<file path="src/rtl/i2s_master_tx.sv">
// ---------------------------------------------------------------------------
// i2s_master_tx
//
// I2S bus master transmitter for the DAC side of a WM8731 codec. BCLK and
// LRCLK are derived from the system clock by division. One stereo pair is
// accepted at a time through a single-entry holding register and serialised
// MSB-first in standard I2S framing: one BCLK of delay after each LRCLK edge,
// left channel while LRCLK is low.
//
// Configuration macro:
//   UNDERRUN_HOLD_EN  when defined, an underrun frame repeats the last pair
//                     that was transmitted; when undefined it sends silence.
//
// Ports:
//   clk            system clock, all logic on its rising edge
//   reset_n        synchronous active-low reset
//   i_left_data    left-channel sample (two's complement, passed bit-exact)
//   i_right_data   right-channel sample (two's complement, passed bit-exact)
//   i_valid        sample pair on the data inputs is valid
//   o_ready        holding register empty; pair taken when i_valid && o_ready
//   bclk           bit clock to codec, period 2*CLK_DIV clk cycles
//   lrclk          word select, 0 = left slot, 1 = right slot
//   sdata_out      serial data, changes on BCLK falling edges
//   o_frame_start  one-clk pulse when a frame's data enters the shifters
//   o_underrun     one-clk pulse when a frame starts with nothing held
// ---------------------------------------------------------------------------
module i2s_master_tx #(
    parameter int DATA_WIDTH = 24,
    parameter int SLOT_WIDTH = 32,
    parameter int CLK_DIV    = 4
) (
    input  logic                  clk,
    input  logic                  reset_n,
    input  logic [DATA_WIDTH-1:0] i_left_data,
    input  logic [DATA_WIDTH-1:0] i_right_data,
    input  logic                  i_valid,
    output logic                  o_ready,
    output logic                  bclk,
    output logic                  lrclk,
    output logic                  sdata_out,
    output logic                  o_frame_start,
    output logic                  o_underrun
);

    localparam int DIV_W = (CLK_DIV > 1) ? $clog2(CLK_DIV) : 1;
    localparam int BIT_W = (SLOT_WIDTH > 1) ? $clog2(SLOT_WIDTH) : 1;

    logic [DIV_W-1:0]      r_div;
    logic                  r_bclk;
    logic                  r_lrclk;
    logic                  r_sdata;
    logic                  r_slot;
    logic [BIT_W-1:0]      r_bit;
    logic                  r_hold_full;
    logic [DATA_WIDTH-1:0] r_hold_l;
    logic [DATA_WIDTH-1:0] r_hold_r;
    logic [DATA_WIDTH-1:0] r_shift_l;
    logic [DATA_WIDTH-1:0] r_shift_r;
    logic                  r_frame_start;
    logic                  r_underrun;

    logic                  w_div_wrap;
    logic                  w_fall_tick;
    logic                  w_frame_start;
    logic                  w_accept;
    logic                  w_data_bit;
    logic [DATA_WIDTH-1:0] w_fill_l;
    logic [DATA_WIDTH-1:0] w_fill_r;

`ifdef UNDERRUN_HOLD_EN
    logic [DATA_WIDTH-1:0] r_last_l;
    logic [DATA_WIDTH-1:0] r_last_r;

    assign w_fill_l = r_last_l;
    assign w_fill_r = r_last_r;
`else
    assign w_fill_l = '0;
    assign w_fill_r = '0;
`endif

    assign w_div_wrap    = (r_div == DIV_W'(CLK_DIV - 1));
    // The falling tick is the divider wrap while bclk is high: bclk drops
    // on this very edge, so data changes half a BCLK before the codec samples.
    assign w_fall_tick   = w_div_wrap & r_bclk;
    // r_slot/r_bit name the bit position driven at the next falling tick.
    assign w_frame_start = w_fall_tick & ~r_slot & (r_bit == '0);
    assign w_accept      = i_valid & ~r_hold_full;
    assign w_data_bit    = (r_bit != '0) && (r_bit <= BIT_W'(DATA_WIDTH));

    always_ff @(posedge clk) begin
        if (!reset_n) begin
            // NOTE: data registers are reset too; a mid-stream reset must
            // discard the held pair and return sdata_out to a known 0.
            r_div         <= '0;
            r_bclk        <= 1'b0;
            r_lrclk       <= 1'b0;
            r_sdata       <= 1'b0;
            r_slot        <= 1'b0;
            r_bit         <= '0;
            r_hold_full   <= 1'b0;
            r_hold_l      <= '0;
            r_hold_r      <= '0;
            r_shift_l     <= '0;
            r_shift_r     <= '0;
            r_frame_start <= 1'b0;
            r_underrun    <= 1'b0;
`ifdef UNDERRUN_HOLD_EN
            r_last_l      <= '0;
            r_last_r      <= '0;
`endif
        end else begin
            // NOTE: pulses default low every clk and are only raised below,
            // which makes them exactly one clk wide.
            r_frame_start <= 1'b0;
            r_underrun    <= 1'b0;

            if (w_div_wrap) begin
                r_div  <= '0;
                r_bclk <= ~r_bclk;
            end else begin
                r_div  <= r_div + DIV_W'(1);
            end

            if (w_fall_tick) begin
                r_lrclk <= r_slot;

                if (r_bit == BIT_W'(SLOT_WIDTH - 1)) begin
                    r_bit  <= '0;
                    r_slot <= ~r_slot;
                end else begin
                    r_bit  <= r_bit + BIT_W'(1);
                end

                if (w_frame_start) begin
                    // Both channels load together; the right word is never
                    // re-read from the holding register at the slot change.
                    r_sdata       <= 1'b0;
                    r_frame_start <= 1'b1;
                    if (r_hold_full) begin
                        r_shift_l   <= r_hold_l;
                        r_shift_r   <= r_hold_r;
                        r_hold_full <= 1'b0;
`ifdef UNDERRUN_HOLD_EN
                        r_last_l    <= r_hold_l;
                        r_last_r    <= r_hold_r;
`endif
                    end else begin
                        r_shift_l  <= w_fill_l;
                        r_shift_r  <= w_fill_r;
                        r_underrun <= 1'b1;
                    end
                end else if (w_data_bit) begin
                    if (r_slot) begin
                        r_sdata   <= r_shift_r[DATA_WIDTH-1];
                        r_shift_r <= r_shift_r << 1;
                    end else begin
                        r_sdata   <= r_shift_l[DATA_WIDTH-1];
                        r_shift_l <= r_shift_l << 1;
                    end
                end else begin
                    // One-bit I2S delay at b=0 and padding after the LSB.
                    r_sdata <= 1'b0;
                end
            end

            // Accept is only possible while empty, so it never collides with
            // the load above clearing r_hold_full. An accept on an underrun
            // tick lands here and waits for the following frame.
            if (w_accept) begin
                r_hold_l    <= i_left_data;
                r_hold_r    <= i_right_data;
                r_hold_full <= 1'b1;
            end
        end
    end

    assign o_ready       = ~r_hold_full;
    assign bclk          = r_bclk;
    assign lrclk         = r_lrclk;
    assign sdata_out     = r_sdata;
    assign o_frame_start = r_frame_start;
    assign o_underrun    = r_underrun;

endmodule

</file>
<file path="config.mk">
export PLATFORM = sky130hd
export DESIGN_NAME = i2s_master_tx
export DESIGN_NICKNAME = d
export VERILOG_FILES = /design/src/rtl/i2s_master_tx.sv
export SDC_FILE = /design/constraint.sdc
export NUM_CORES = 1
export LEC_CHECK = 0
export ABC_CLOCK_PERIOD_IN_PS = 2430
export CAP_MARGIN = 30
export CORE_MARGIN = 10
export CORE_UTILIZATION = 55
export DETAILED_ROUTE_END_ITERATION = 10
export GPL_ROUTABILITY_DRIVEN = 1
export PLACE_DENSITY_LB_ADDON = 0.1
export SYNTH_ARGS = -nofsm -noshare
export SYNTH_HDL_FRONTEND = slang
export SYNTH_SLANG_ARGS = --single-unit
</file>
<file path="constraint.sdc">
create_clock -name clk -period 2.43 [get_ports clk]
set_clock_uncertainty 0.1 [all_clocks]
set_input_delay 0.486 -clock clk [delete_from_list [all_inputs] [get_ports clk]]
set_output_delay 0.486 -clock clk [all_outputs]
set_load 0.005 [all_outputs]
</file>
# After elaboration in Yosys (flattened, before gate mapping)
# Cells that the tools add are included.
[totals]
ram_bits = 0
regBits = 110
latch_bits = 0
output_inout_bits = 6
wordCells = 58
mem_bits_ro = 0
mem_count = 0
in_bits = 51
[classes]
shift = 0
n_reduce_logical = 14
order_cmp = 1
n_bitwise = 8
n_eq_ne = 3
div_mod_pow = 0
mux = 17
multipliers = 0
n_addsub = 2
[ops]
columns = ["operator", "count"]
rows = [
  ["$mux W24", 8],
  ["$reduce_and A3 Y1", 3],
  ["$mux W1", 8],
  ["$reduce_bool A2 Y1", 4],
  ["$reduce_and A2 Y1", 3],
  ["$add A5 B1 Y5 const B", 1],
  ["$eq A5 B5 Y1 const B", 1],
  ["$le A5 B5 Y1 const B", 1],
  ["$logic_not A5 Y1", 1],
  ["$mux W5", 1],
  ["$reduce_bool A5 Y1", 1],
  ["$and A1 B1 Y1", 4],
  ["$not A1 Y1", 4],
  ["$add A2 B1 Y2 const B", 1],
  ["$eq A2 B2 Y1 const B", 1],
  ["$ne A2 B1 Y1 const B", 1],
  ["$reduce_or A2 Y1", 1],
  ["$logic_and A1 B1 Y1", 1],
]

# Logic depth before layout (Yosys ltp)
# Gate-level depths: netlist (run 1).
[depth]
ltp_word = 7
mapped_depth = 9

# Least setup slack after synthesis (run 1)
# Ideal clock, no wire load.
[synth_timing]
path_type = "register -> register"
start = "register r_bit[0]"
end = "register r_shift_l[12]"
required_time_ns = 2.193
period_less_slack_ns = 2.043
path_stages_with_launch = 10
arrival_ns = 1.806
slack_ns = 0.387
n_path_buf = 3
setup_time_ns = 0.137
path_cell_list = "dfxtp_1 inv_1 ha_1 or4b_4 or2_1 clkbuf_1 buf_6 buf_2 nand2_1 a31oi_1"
[synth_via]
elab_chain_len = 4
word_cells_on_any_way = 9
[synth_rtl]
columns = ["item", "line", "text"]
rows = [
  ["from (decl)", "53", "logic [BIT_W-1:0] r_bit;"],
  ["from (signal assigned)", "131", "r_bit <= r_bit + BIT_W'(1);"],
  ["$le A5 B5 Y1, or another cell as far along", "88", "assign w_data_bit = (r_bit != '0) && (r_bit <= BIT_W'(DATA_WIDTH));"],
  ["$logic_and A1 B1 Y1 / $and A1 B1 Y1 (equally long branches)", "88, 86", ""],
  ["$reduce_bool A2 Y1 (no source line) / $ne A2 B1 Y1 (equally long branches)", "--", ""],
  ["$reduce_and A3 Y1 (no source line)", "--", ""],
  ["to (signal assigned)", "140", "r_shift_l <= r_hold_l;"],
  ["to (signal assigned)", "148", "r_shift_l <= w_fill_l;"],
  ["to (signal assigned)", "158", "r_shift_l <= r_shift_l << 1;"],
  ["to (decl)", "57", "logic [DATA_WIDTH-1:0] r_shift_l;"],
]
# Parallel ways exist; a longest one is shown, timed or not.
# A chain may end at the register's enable or synchronous reset.

# Worst setup path after layout (run 1)
[layout_timing]
start = "register r_bit[0]"
end = "register r_shift_r[4]"
[layout_via]
elab_chain_len = 4
word_cells_on_any_way = 9
[layout_rtl]
columns = ["item", "line", "text"]
rows = [
  ["$le A5 B5 Y1, or another cell as far along", "88", ""],
  ["$logic_and A1 B1 Y1 / $and A1 B1 Y1 (equally long branches)", "88, 86", ""],
  ["$reduce_bool A2 Y1 (no source line)", "--", ""],
  ["$reduce_and A3 Y1 (no source line)", "--", ""],
  ["to (signal assigned)", "141", "r_shift_r <= r_hold_r;"],
  ["to (signal assigned)", "149", "r_shift_r <= w_fill_r;"],
  ["to (signal assigned)", "155", "r_shift_r <= r_shift_r << 1;"],
  ["to (decl)", "58", "logic [DATA_WIDTH-1:0] r_shift_r;"],
]
# Parallel ways exist; a longest one is shown, timed or not.

==> metrics, run 1 <==
worst vdd ir ~0.00038 V; HP Start r_div[0]; Seq pwr share roughly 57%; Max H-tree Level 3; Num CTS Buffers 9; fraction of registers with async set/reset 0%; Seq/Total Area, Yosys 49.93%; FMAX ~0.45 GHz; clock share of power approximately a third; placed cell count slightly below 700; first-pass GRT wire length about 17 mm; Worst-Margin Slew about 550 ps; Reg2Reg Depth 7; Syn Area/Cell approximately 8 µm²; Clock Sinks 110; core area roughly 7800 µm²; worst r2r src r_bit[0]; # port buffers 56; Row Count 32; vias in the first global route 3649; share of layout cells above drive strength 1 roughly 7.1%; Most used DFF post-synth dfxtp_1; GRT overflow 0; CTS tree built; fin crit period around 2200 ps; Post-Syn Nets roughly 610; CTS clk-pin slew, worst paths approximately 100 ps; drt wl/cell roughly 14 µm; Fin. Hold Viols 0; io pins 57; DRT iter0 DRCs approximately 290; Die Width 109.6 µm; RSZ-0062 raised after global routing false; Tot GR Track Use 16.83%; Setup Fix Bufs, Post-CTS 0; Final Util about two thirds; final setup fails 0; Vias/cell between 5 and 6; Int Pwr 2518 µW; DRC errors left 0; n_diodes 0; period utilization between 90% and 100%; Max Slew Vio Count 0; # nets final between 600 and 700; critical path type reg2reg; CP Launch Type flop; YS warnings 0; Critical Path RT ~2600 ps; Sw Share 24.09%; router iterations before antenna repair 5; R2R Path End r_shift_r[4]; PwrDens 627.6 nW/µm²; number of max-cap violations 0; LEAKAGE about 0.0018 µW; crit end category flop; synthesized cell area 4410 µm²; die area approximately 12000 µm²; Final Total Pwr approximately 3300 µW; #FFs+latches synth 110; P_sw between 700 and 800 µW; r2r setup slk approximately 220 ps; worst hold endpoint r_div[0]; gpl congestion about 0.8; Via Count 3886; area delta synth->final 19.83%; share of the synthesized area in the top cell type 49.93%; antenna violations before repair 0; Rel. slew slack 63.59%; chip height 109.6 µm; CTS root buffer clkbuf_8; Cells on Worst Hold Path 1; Mapped Cells ~550; Hold-fix buffers, CTS 0; Finished Layout Cells 690; Synth area leader dfxtp_1; drt total wl about 9.9 mm; Initial Utilization 56.78%; clk_lat worst skew ~370 ps; CP arrival ~2300 ps; cts repair resizes 1; DPL Wire Length approximately 6.5 mm; status complete, no violations; type of the worst min-delay path reg2reg; Max clock buf depth 2; EDFF count, synth 0; Synth cell types 33; largest net degree at the start of global routing 52; synth top area cells dfxtp_1 50%, nand2_1 13%, a21oi_1 8.9%; CP Max Fanout 15; DRT antenna net count 0; Comb pwr share ~9%
[power by group through the flow]
stage | clock [µW] | sequential [µW] | combinational [µW]
final | 1130 | 1900 | 293
after global routing | 1220 | 1900 | 325
after CTS | 1150 | 1900 | 295
after detailed placement | 0 | 1940 | 295
after global placement | 0 | 1940 | 288
after floorplan | 0 | 1930 | 158
[state kept, by name, indices dropped and copies added (netlist names)]
name	flops
r_div	2
r_shift_r	24
o_frame_start	1
lrclk	1
r_hold_l	24
r_bit	5
r_slot	1
r_hold_r	24
sdata_out	1
r_shift_l	24
bclk	1
r_hold_full	1
o_underrun	1
[final cells by class]
class                      instances  area (µm²)
clock buffer                      10       137.6
clock inverter                     6       68.82
fill                             674        2482
inverter                           4       15.01
multi-input combinational        387        1997
sequential                       110        2203
tap                              102       127.6
timing repair buffer              71       735.7
[logic make-up (layout without fill, tap and decap cells)]
kind of cell,count (synthesis),in the layout,share of synthesized area (%)
and+or+nand+nor,223,223,21.42
adders and majority gates,4,4,1.135
DFF,110,110,49.93
AOI/OAI and AO/OA,156,156,20.79
muxes,1,1,0.2553
xor gates and xnor gates,3,3,0.7661
buffers and inverters,56,91,5.702
[worst max-delay path: stages (launching register included)]
cell      delay (ps)
dfxtp_1          370
inv_1             70
ha_1             150
or4b_4           520
or2_1            420
buf_4            270
nand2_1           80
a311oi_1          80
[stage by stage]
step	TNS [ps]	setup WS [ps]	hold slack, ps	cell area (µm²)
global route	0	121.9	379.2	5285
finish	0	219.2	343.4	5285
CTS	0	231.5	346.0	5285
global placement	0	92.21	314.0	5077
floorplan	0	387.2	304.3	4410
detailed placement	-35.19	-29.45	328.0	5077
[layout by cell type, fill, tap and decap left out, drive strengths merged]
cell type / count
nand2: 152
dfxtp: 110
a21oi: 78
clkdlybuf4s50: 56
nand3: 46
o21ai: 27
a31oi: 25
a311oi: 23
buf: 15
clkbuf: 10
nor2: 8
inv: 6
nor3: 4
ha: 4
nand2b: 2
nand4: 2
and2: 2
xnor2: 2
clkinv: 2
and3: 1
or4b: 1
nand3b: 1
or2: 1
nor4b: 1
o2111ai: 1
o211a: 1
nor2b: 1
nor3b: 1
mux2: 1
a32oi: 1
xor2: 1
clkinvlp: 1
bufinv: 1
[worst max-delay path by stage]
stage / cells after the start / startpoint / to / slack, ps
6_report: 7 / r_bit[0] / r_shift_r[4] / 220
5_1_grt: 7 / r_bit[0] / r_shift_r[15] / 120
4_1_cts: 7 / r_bit[0] / r_shift_r[4] / 230
3_5_place_dp: 6 / r_bit[0] / r_shift_r[10] / -30
3_3_place_gp: 6 / r_bit[0] / r_shift_r[11] / 90
2_1_floorplan: 9 / r_bit[0] / r_shift_l[12] / 390
[Yosys cell counts (all sizes together), types with 4 or more instances]
cell type,count
a31oi,25
clkbuf,36
dfxtp,110
nand3,46
inv,4
nor2,8
nand2,152
nor3,4
ha,4
o21ai,27
a21oi,78
a311oi,23
buf,16
[per-layer routing]
metal,global-route usage (%),up-vias,wire [µm]
li1,-,1980,-
met1,21.76,1820,4639
met2,26.96,80,4729
met3,4.740,6,475
met4,4.647,0,74
met5,0,-,0
Note: power is estimated with default switching activity, not from simulation.
==> run 2, diff against run 1 <==
--- a/config.mk
+++ b/config.mk
@@ -12,6 +12,7 @@
 export DETAILED_ROUTE_END_ITERATION = 10
 export GPL_ROUTABILITY_DRIVEN = 1
 export PLACE_DENSITY_LB_ADDON = 0.1
+export SLEW_MARGIN = 20
 export SYNTH_ARGS = -nofsm -noshare
 export SYNTH_HDL_FRONTEND = slang
 export SYNTH_SLANG_ARGS = --single-unit
==> results of run 2 <==
Final layout, timing and power as in run 1 (identical DEF).
==> run 3, diff against run 2 <==
--- a/config.mk
+++ b/config.mk
@@ -12,6 +12,7 @@
 export DETAILED_ROUTE_END_ITERATION = 10
 export GPL_ROUTABILITY_DRIVEN = 1
 export PLACE_DENSITY_LB_ADDON = 0.1
+export RECOVER_POWER = 50
 export SLEW_MARGIN = 20
 export SYNTH_ARGS = -nofsm -noshare
 export SYNTH_HDL_FRONTEND = slang
==> run 3 against run 2 <==
Against the previous run:
- register-to-register slack barely moved
- global-route usage did not move
- worst setup slack barely moved
- highest routed layer unchanged
- power fell by 0.20%
- sequential share of layout area rose by 0.075 points
- core utilization fell by 0.16 points
==> metrics, run 3 (synthesis results as in run 1) <==
period utilization 90.96%; drt wl/cell around 14 µm; Finished Layout Cells 690; Worst-Margin Slew ~1200 ps; DRT iter0 DRCs ~240; LEAKAGE about 0.0018 µW; Num CTS Buffers 9; Fin. Hold Viols 0; DPL Wire Length roughly 6.5 mm; chip height 109.6 µm; Final Total Pwr between 3000 and 4000 µW; filler instances 680; Critical Path RT approximately 2600 ps; Sw Share about a quarter; worst hold slack between 300 and 400 ps; CP Max Fanout 15; Row Count 32; top routing layer in use met4; Via Count a little under 4k; placed cell count a little under 700; Vias/cell between 5 and 6; share of layout cells above drive strength 1 6.633%; CP arrival approximately 2300 ps; drt total wl ~10 mm; PwrDens 627.9 nW/µm²; Tot GR Track Use around 17%; area delta synth->final 19.55%; critical path type reg2reg; clk_lat worst skew roughly 360 ps; # nets final about 640; number of max-cap violations 0; CTS root buffer clkbuf_8; final setup fails 0; gpl congestion roughly 0.79; worst vdd ir between 0.0003 and 0.0004 V; status complete, no violations; Met2 Wirelength 4.707 mm; Max clock buf depth 2; clock share of power between 30% and 40%; Die Width ~110 µm; router iterations before antenna repair 4; crit end category flop; GRT overflow 0; DRC errors left 0; core area ~7800 µm²; fin crit period 2210 ps; max incr delay on CP between 500 and 600 ps; Met3 Routed Length around 540 µm; Initial Utilization ~57%; CP max-delay cell or4b_4; # port buffers 56; FMAX 0.4524 GHz; die area around 12000 µm²; Max H-tree Level 3; Rel. slew slack roughly 23%; CP Launch Type flop; CTS tree built; Comb pwr share approximately 8.7%; commonest cells after routing, fill and taps aside 152 x nand2_1, 110 x dfxtp_1, 78 x a21oi_1; largest net degree at the start of global routing 52; type of the worst min-delay path reg2reg; CTS clk-pin slew, worst paths ~100 ps; Seq pwr share between 50% and 60%; io pins 57; Clock Sinks between 100 and 150; vias in the first global route 3649; met1 wire length around 4.6 mm; first-pass GRT wire length roughly 17 mm; Int Pwr approximately 2500 µW; Final Util between 60% and 70%; RSZ-0062 raised after global routing false; P_sw between 700 and 800 µW; Max Slew Vio Count 0; DRT antenna net count 0; leading cell type in the layout, fill and taps excluded nand2_1; Setup Fix Bufs, Post-CTS 0; Setup TNS Final 0 ps; antenna violations before repair 0; crit path cell chain inv_1 > ha_1 > or4b_4 > or2_1 > buf_4 > nand2_1 > a311oi_1; n_diodes 0
==> run 3: changes by cell type in the layout (fill, tap and decap cells not counted) <==
cell      change
buf_4         -4
clkbuf_1      +1
clkbuf_2      +3
dfxtp_1       +1
dfxtp_2       -1
inv_1         +1
inv_2         -1
==> run 3: worst paths after layout <==
| kind | start | endpoint | slack [ps] | depth (start not counted) |
|---|---|---|---|---|
| worst min register to register | r_div[0] | r_div[0] | 340 | 1 |
| worst min-delay path | r_div[0] | r_div[0] | 340 | 1 |
| worst max-delay path | r_bit[0] | r_shift_r[4] | 220 | 7 |
| worst max register to register | r_bit[0] | r_shift_r[4] | 220 | 7 |
==> run 3: timing repair <==
item / CTS / global route
hold buffers: 0 / 0
resized for setup: 1 / 0
setup endpoints to repair: 5 / 0
==> run 3: power by group through the flow <==
stage          logic (µW)  clock network (µW)  registers, µW
6_report              290                1120           1900
5_1_grt               322                1220           1900
4_1_cts               295                1150           1900
3_5_place_dp          295                   0           1940
3_3_place_gp          288                   0           1940
2_1_floorplan         158                   0           1930
==> run 3: layer usage <==
| metal | vias to the layer above | track usage (%) |
|---|---|---|
| met3 | 6 | 4.740 |
| met2 | 93 | 26.96 |
| met4 | 0 | 4.647 |
| met5 | - | 0 |
| met1 | 1806 | 21.76 |
| li1 | 1977 | - |
==> run 3: worst max-delay path, delay by kind of cell (launching register included) <==
family | cells | cell delay [ps]
simple gates | 3 | 1020
fa+ha+maj | 1 | 150
flops | 1 | 370
compound gates | 1 | 90
buf+inv | 2 | 330
==> run 3: per-stage QoR <==
stage / instance area [µm²] / worst slack (ps)
detailed placement: 5077 / -29.45
finish: 5273 / 219.6
global route: 5273 / 96.86
global placement: 5077 / 92.21
floorplan: 4410 / 387.2
CTS: 5285 / 231.5
==> run 3: layout make-up <==
type,instances,area [µm²],area share (%)
Sequential cell,110,2202,41.77
Tap cell,102,127.6,2.420
Inverter,4,15.01,0.2848
Timing Repair Buffer,71,724.4,13.74
Multi-Input combinational cell,387,1997,37.87
Clock buffer,10,137.6,2.610
Clock inverter,6,68.82,1.305
